--- src/rtl/pe_tile_param.sv ---
// pe_tile_param: CGRA PE tile with two connect boxes, a 4-side switch box and a registered
// multi-op PE with accumulator, configured over a tile-addressed config bus.
// Optional build macro PE_TILE_SB_REG_EN registers every out_wire lane (SB latency 1 cycle).
module pe_tile_param #(
    parameter int unsigned WIDTH      = 16,
    parameter int unsigned NUM_TRACKS = 4
) (
    input  logic                             clk,
    input  logic                             reset,
    input  logic [15:0]                      tile_id,
    input  logic [31:0]                      config_addr,
    input  logic [31:0]                      config_data,
    input  logic                             config_write,
    input  logic                             config_read,
    output logic [31:0]                      read_data,
    output logic                             read_valid,
    input  logic [4*NUM_TRACKS*WIDTH-1:0]    in_wire,
    output logic [4*NUM_TRACKS*WIDTH-1:0]    out_wire
);

    localparam int unsigned CBW = $clog2(2 * NUM_TRACKS);
    localparam int unsigned SBW = 2 * NUM_TRACKS;
    localparam int unsigned BUSW = 4 * NUM_TRACKS * WIDTH;

    typedef enum logic [2:0] {
        OpAdd, OpSub, OpAnd, OpOr, OpXor, OpMul, OpAcc, OpPass
    } op_e;

    op_e                  opcode_q;
    logic [CBW-1:0]       cb0_sel_q, cb1_sel_q;
    logic [3:0][SBW-1:0]  sb_sel_q;
    logic [WIDTH-1:0]     acc_q, acc_sum, pe_res, pe_out_q;
    logic [WIDTH-1:0]     op_a, op_b;
    logic [BUSW-1:0]      sb_out;
    logic [31:0]          rd_mux, read_data_q;
    logic                 read_valid_q;
    logic                 match, wr_en, rd_en;
    logic                 wr_pe, wr_cb0, wr_cb1;
    logic [3:0]           wr_sb;
    logic [7:0]           feat, idx;
    logic                 unused_cfg;

    assign feat  = config_addr[31:24];
    assign idx   = config_addr[23:16];
    assign match = (config_addr[15:0] == tile_id);
    assign wr_en = config_write && match;
    assign rd_en = config_read && match;

    // Only the low bits of config_data are meaningful for any register.
    assign unused_cfg = ^config_data;

    // Address decode: write enables and zero-extended readback mux (0 for unknown regs).
    always_comb begin
        wr_pe  = 1'b0;
        wr_cb0 = 1'b0;
        wr_cb1 = 1'b0;
        wr_sb  = 4'b0;
        rd_mux = 32'd0;
        case (feat)
            8'd4: if (idx == 8'd0) begin
                wr_pe  = wr_en;
                rd_mux = 32'(opcode_q);
            end
            8'd5: if (idx == 8'd0) begin
                wr_cb1 = wr_en;
                rd_mux = 32'(cb1_sel_q);
            end
            8'd6: if (idx == 8'd0) begin
                wr_cb0 = wr_en;
                rd_mux = 32'(cb0_sel_q);
            end
            8'd7: if (idx < 8'd4) begin
                wr_sb[idx[1:0]] = wr_en;
                rd_mux          = 32'(sb_sel_q[idx[1:0]]);
            end
            default: ;
        endcase
    end

    // Config register file; reset wins over a same-cycle write.
    always_ff @(posedge clk) begin
        if (reset) begin
            opcode_q  <= OpAdd;
            cb0_sel_q <= '0;
            cb1_sel_q <= '0;
            sb_sel_q  <= '0;
        end else begin
            if (wr_pe)  opcode_q  <= op_e'(config_data[2:0]);
            if (wr_cb0) cb0_sel_q <= config_data[CBW-1:0];
            if (wr_cb1) cb1_sel_q <= config_data[CBW-1:0];
            for (int s = 0; s < 4; s++) begin
                if (wr_sb[s]) sb_sel_q[s] <= config_data[SBW-1:0];
            end
        end
    end

    // Readback register: samples the pre-write value, so a same-cycle write reads old data.
    always_ff @(posedge clk) begin
        if (reset) begin
            read_valid_q <= 1'b0;
            read_data_q  <= 32'd0;
        end else begin
            read_valid_q <= rd_en;
            if (rd_en) read_data_q <= rd_mux;
        end
    end

    assign read_valid = read_valid_q;
    assign read_data  = read_data_q;

    // Connect-box lane pick: in_wire track, then out_wire track of the same side.
    function automatic logic [WIDTH-1:0] cb_pick(input logic [CBW-1:0] sel,
                                                 input int unsigned side,
                                                 input logic [BUSW-1:0] inw,
                                                 input logic [BUSW-1:0] outw);
        int unsigned s;
        s       = 32'(sel);
        cb_pick = '0;
        if (s < NUM_TRACKS) begin
            cb_pick = inw[(side * NUM_TRACKS + s) * WIDTH +: WIDTH];
        end else if (s < 2 * NUM_TRACKS) begin
            cb_pick = outw[(side * NUM_TRACKS + s - NUM_TRACKS) * WIDTH +: WIDTH];
        end
    endfunction

    // Operand selection: CB0 on side 0 feeds op_a, CB1 on side 1 feeds op_b.
    always_comb begin
        op_a = cb_pick(cb0_sel_q, 0, in_wire, out_wire);
        op_b = cb_pick(cb1_sel_q, 1, in_wire, out_wire);
    end

    // Switch box: each output lane takes a track from another side or the PE result.
    always_comb begin
        sb_out = '0;
        for (int s = 0; s < 4; s++) begin
            for (int t = 0; t < NUM_TRACKS; t++) begin
                case (sb_sel_q[s][2*t +: 2])
                    2'd0: sb_out[(s*NUM_TRACKS+t)*WIDTH +: WIDTH] =
                              in_wire[(((s+1)%4)*NUM_TRACKS+t)*WIDTH +: WIDTH];
                    2'd1: sb_out[(s*NUM_TRACKS+t)*WIDTH +: WIDTH] =
                              in_wire[(((s+2)%4)*NUM_TRACKS+t)*WIDTH +: WIDTH];
                    2'd2: sb_out[(s*NUM_TRACKS+t)*WIDTH +: WIDTH] =
                              in_wire[(((s+3)%4)*NUM_TRACKS+t)*WIDTH +: WIDTH];
                    default: sb_out[(s*NUM_TRACKS+t)*WIDTH +: WIDTH] = pe_out_q;
                endcase
            end
        end
    end

`ifdef PE_TILE_SB_REG_EN
    logic [BUSW-1:0] out_q;

    // Registered switch-box outputs.
    always_ff @(posedge clk) begin
        if (reset) out_q <= '0;
        else       out_q <= sb_out;
    end

    assign out_wire = out_q;
`else
    assign out_wire = sb_out;
`endif

    // PE result mux; arithmetic wraps modulo 2^WIDTH.
    always_comb begin
        acc_sum = acc_q + op_a;
        pe_res  = '0;
        unique case (opcode_q)
            OpAdd:  pe_res = op_a + op_b;
            OpSub:  pe_res = op_a - op_b;
            OpAnd:  pe_res = op_a & op_b;
            OpOr:   pe_res = op_a | op_b;
            OpXor:  pe_res = op_a ^ op_b;
            OpMul:  pe_res = op_a * op_b;
            OpAcc:  pe_res = acc_sum;
            OpPass: pe_res = op_a;
            default: pe_res = '0;
        endcase
    end

    // PE output register and accumulator; any PE config write clears the accumulator.
    always_ff @(posedge clk) begin
        if (reset) begin
            acc_q    <= '0;
            pe_out_q <= '0;
        end else begin
            pe_out_q <= pe_res;
            if (wr_pe)                acc_q <= '0;
            else if (opcode_q == OpAcc) acc_q <= acc_sum;
        end
    end

endmodule

--- config.mk ---
export PLATFORM = sky130hd
export DESIGN_NAME = pe_tile_param
export DESIGN_NICKNAME = d
export VERILOG_FILES = /design/src/rtl/pe_tile_param.sv
export SDC_FILE = /design/constraint.sdc
export NUM_CORES = 1
export LEC_CHECK = 0
export CORE_AREA = 5 5 240 242
export CTS_CLUSTER_SIZE = 40
export DETAILED_ROUTE_END_ITERATION = 6
export DIE_AREA = 0 0 245 247
export PLACE_DENSITY = 0.63
export SYNTH_ARGS = -nofsm -noshare
export SYNTH_HDL_FRONTEND = slang
export SYNTH_SLANG_ARGS = --single-unit
--- constraint.sdc ---
create_clock -name clk -period 11.1 [get_ports clk]
set_input_delay 1.11 -clock clk [delete_from_list [all_inputs] [get_ports clk]]
set_output_delay 1.11 -clock clk [all_outputs]
set_load 0.02 [all_outputs]
==> metrics.txt <==
status=finished, final reports clean; IO Port Bufs=580; hold buffers post-CTS=0; Max Slew Vio Count=0; top_reg_cell synth=dfxtp_1; Flop pwr share=0.141; site row count=86; Place WS=1.88 ns; Post-DP HPWL=89.3 mm; final period utilization=0.816; Worst slew margin=0.267; htree depth=3; Final Total Pwr=0.00243 W; GRT overflow=0; layout cells sized above 1=0.206; startpoint types=input pin; most common cell after layout, fill and taps aside=clkdlybuf4s50_1; worst setup margin=2.04 ns; cell count after synthesis=1657; Reg clk slew, reported paths=0.07 ns; most frequent cells in the layout=579 x clkdlybuf4s50_1, 316 x mux4_2, 163 x inv_1; critical path type=input pin to flip-flop; critical path's top delay family=adder cells; Ys Warns=0; Num CTS Buffers=9; fmax=110 MHz; CTS tree=done; Fin. Hold Viols=0; Cell Area, Synth=18200 µm²; Placer Congestion=1.05; leading area contributor after synthesis=mux4_2; HP Class=flip-flop to flip-flop; dominant cells by area after synthesis=mux4_2 39%, dfxtp_1 9.0%, fa_1 9.0%; RSZ-0062 raised after global routing=false; average size of a mapped cell=11.0 µm²; slowest CP cell=o41ai_1; CP endpoint kind=flip-flop; worst slew pin tran=1.08 ns; startpoint of the worst hold path=acc_q[13]; clock power share=0.152; setup tns final=0 ns; Comb pwr share=0.707; vias per cell=6.52; CTS root buf=clkbuf_16; maxcap violations=0; first-pass GRT wire length=149 mm; worst stage delay on the critical path=0.57 ns; Internal=0.00130 W; count of different cell masters after synthesis=74; PwrDens=97.6 nW/µm²; Final ANT Viol Nets=0; CTS resizes=0; vias in the first global route=18500; final setup violation count=0; clock buffer depth=2; Clock Sinks=82; FFs w/ async S/R, synth=0; top cell type's share of synthesized area=0.391; WP data required=11.31 ns; initial antenna violation count=26; DRT iter0 DRCs=2718; crit path buf inv count=8; critical path startpoint=in_wire[3]; area occupied by multi-input gates=15100 µm²; Worst-Skew Late Latency=0.36 ns; Initial Utilization=0.331; Storage cell area=1660 µm²; DR DRC count=0; Post-synth EDFFs=0; peak supply drop=0.131 mV; vias=18700; nets@finish=2687; I/O pin total=629; Die Y=247 µm; full die area=60500 µm²; total track usage=0.349; worst hold slack=0.463 ns; switching share of power=0.466; #FFs+latches synth=82; RR Startpoint=sb_sel_q[6]; total iterations of the first detailed-routing run=7; Fill cells=5133; post-synthesis sequential area ratio=0.0903; wire per inst=38.3 µm; Layout Skew=0.0103 ns; die width=245 µm; worst-path fanout max=10; net switching power=0.00113 W; routed wire length=110 mm; Worst Path Arrival=9.27 ns; Area Growth Syn to Fin=36.8%; cell mode on critical path=inv_1; leak pwr=8.94 nW; crit path time final=9.06 ns; Post-CTS Repair Setup Buffers=0; core area=54900 µm²; largest net degree at the start of global routing=64
-- state kept, by name (all words and copies together) (netlist names) --
name and count:
read_data 8, pe_out_q 16, acc_q 16, opcode_q 3
sb_sel_q 32, cb1_sel_q 3, cb0_sel_q 3, read_valid 1
-- layout make-up --
cell class	count	area share
tap	704	0.0354
clock buffer	11	0.0102
clock inverter	5	0.00403
antenna	13	0.00131
sequential	82	0.0666
inverter	168	0.0258
multi-input combinational	1262	0.608
timing repair buffer	630	0.248
-- routing by layer --
| metal | vias to the layer above | part of all wire | track usage |
|---|---|---|---|
| li1 | 7206 | - | - |
| met1 | 9519 | 0.36 | 0.448 |
| met2 | 1670 | 0.44 | 0.533 |
| met3 | 315 | 0.14 | 0.127 |
| met4 | 22 | 0.057 | 0.155 |
| met5 | - | 0.0012 | 0 |
-- worst paths after layout --
| path | cells after the start | slack, ns | to |
|---|---|---|---|
| setup / recovery | 28 | 2.04 | pe_out_q[15] |
| hold / removal | 2 | 0.46 | acc_q[13] |
| setup reg to reg | 25 | 2.25 | pe_out_q[15] |
| hold reg to reg | 2 | 0.46 | acc_q[13] |
-- power by group through the flow --
stage	registers [W]	logic (W)	clock network [W]
2_1_floorplan	0.000318	0.00107	0
3_3_place_gp	0.000344	0.00164	0
3_5_place_dp	0.000345	0.00166	0
4_1_cts	0.000339	0.00168	0.000368
5_1_grt	0.000343	0.00184	0.000379
6_report	0.000343	0.00172	0.000368
-- stage by stage --
step           utilization  cell area [µm²]  cells
2_1_floorplan            -            18300   1680
3_3_place_gp         0.446            24500   2846
3_5_place_dp         0.446            24500   2846
4_1_cts              0.452            24800   2862
5_1_grt              0.453            24800   2868
6_report             0.453            24900   2875
-- cell families (layout without fill, tap and decap cells) --
| logic type | Yosys count | after routing | share of synthesized area |
|---|---|---|---|
| AND/OR/NAND/NOR | 357 | 357 | 0.0869 |
| buffers and inverters | 336 | 814 | 0.0838 |
| adder cells (fa/ha/maj) | 194 | 194 | 0.167 |
| XOR/XNOR | 92 | 92 | 0.0459 |
| AO/OA/AOI/OAI | 191 | 191 | 0.0688 |
| other | 1 | 37 | 0.000206 |
| multiplexers | 404 | 404 | 0.457 |
| flip-flops | 82 | 82 | 0.0903 |
-- cells in the mapped netlist (all sizes together), types with 2 or more instances --
master / instances
clkinv: 3
nand3: 16
and3: 7
xor2: 11
nor2b: 8
o21ai: 42
dfxtp: 82
nor3: 21
or2: 4
a31oi: 7
a21boi: 5
nand3b: 6
a2bb2o: 2
nor3b: 3
o21a: 8
clkbuf: 84
a41oi: 2
a22oi: 14
a221oi: 17
xnor2: 80
ha: 112
mux4: 326
fa: 82
o211ai: 2
nand2b: 13
nand4: 5
nor4: 3
o41ai: 3
o22ai: 7
mux2i: 66
nor2: 158
buf: 84
a21o: 10
a211oi: 7
mux2: 12
inv: 165
a21oi: 50
nand2: 105
o21bai: 5
-- tightest hold or removal path: stages (launching register included) --
cell and delay, ns:
dfxtp_1 0.32, nand2_1 0.05, a21oi_1 0.05
Note: power is estimated with default switching activity, not from simulation.
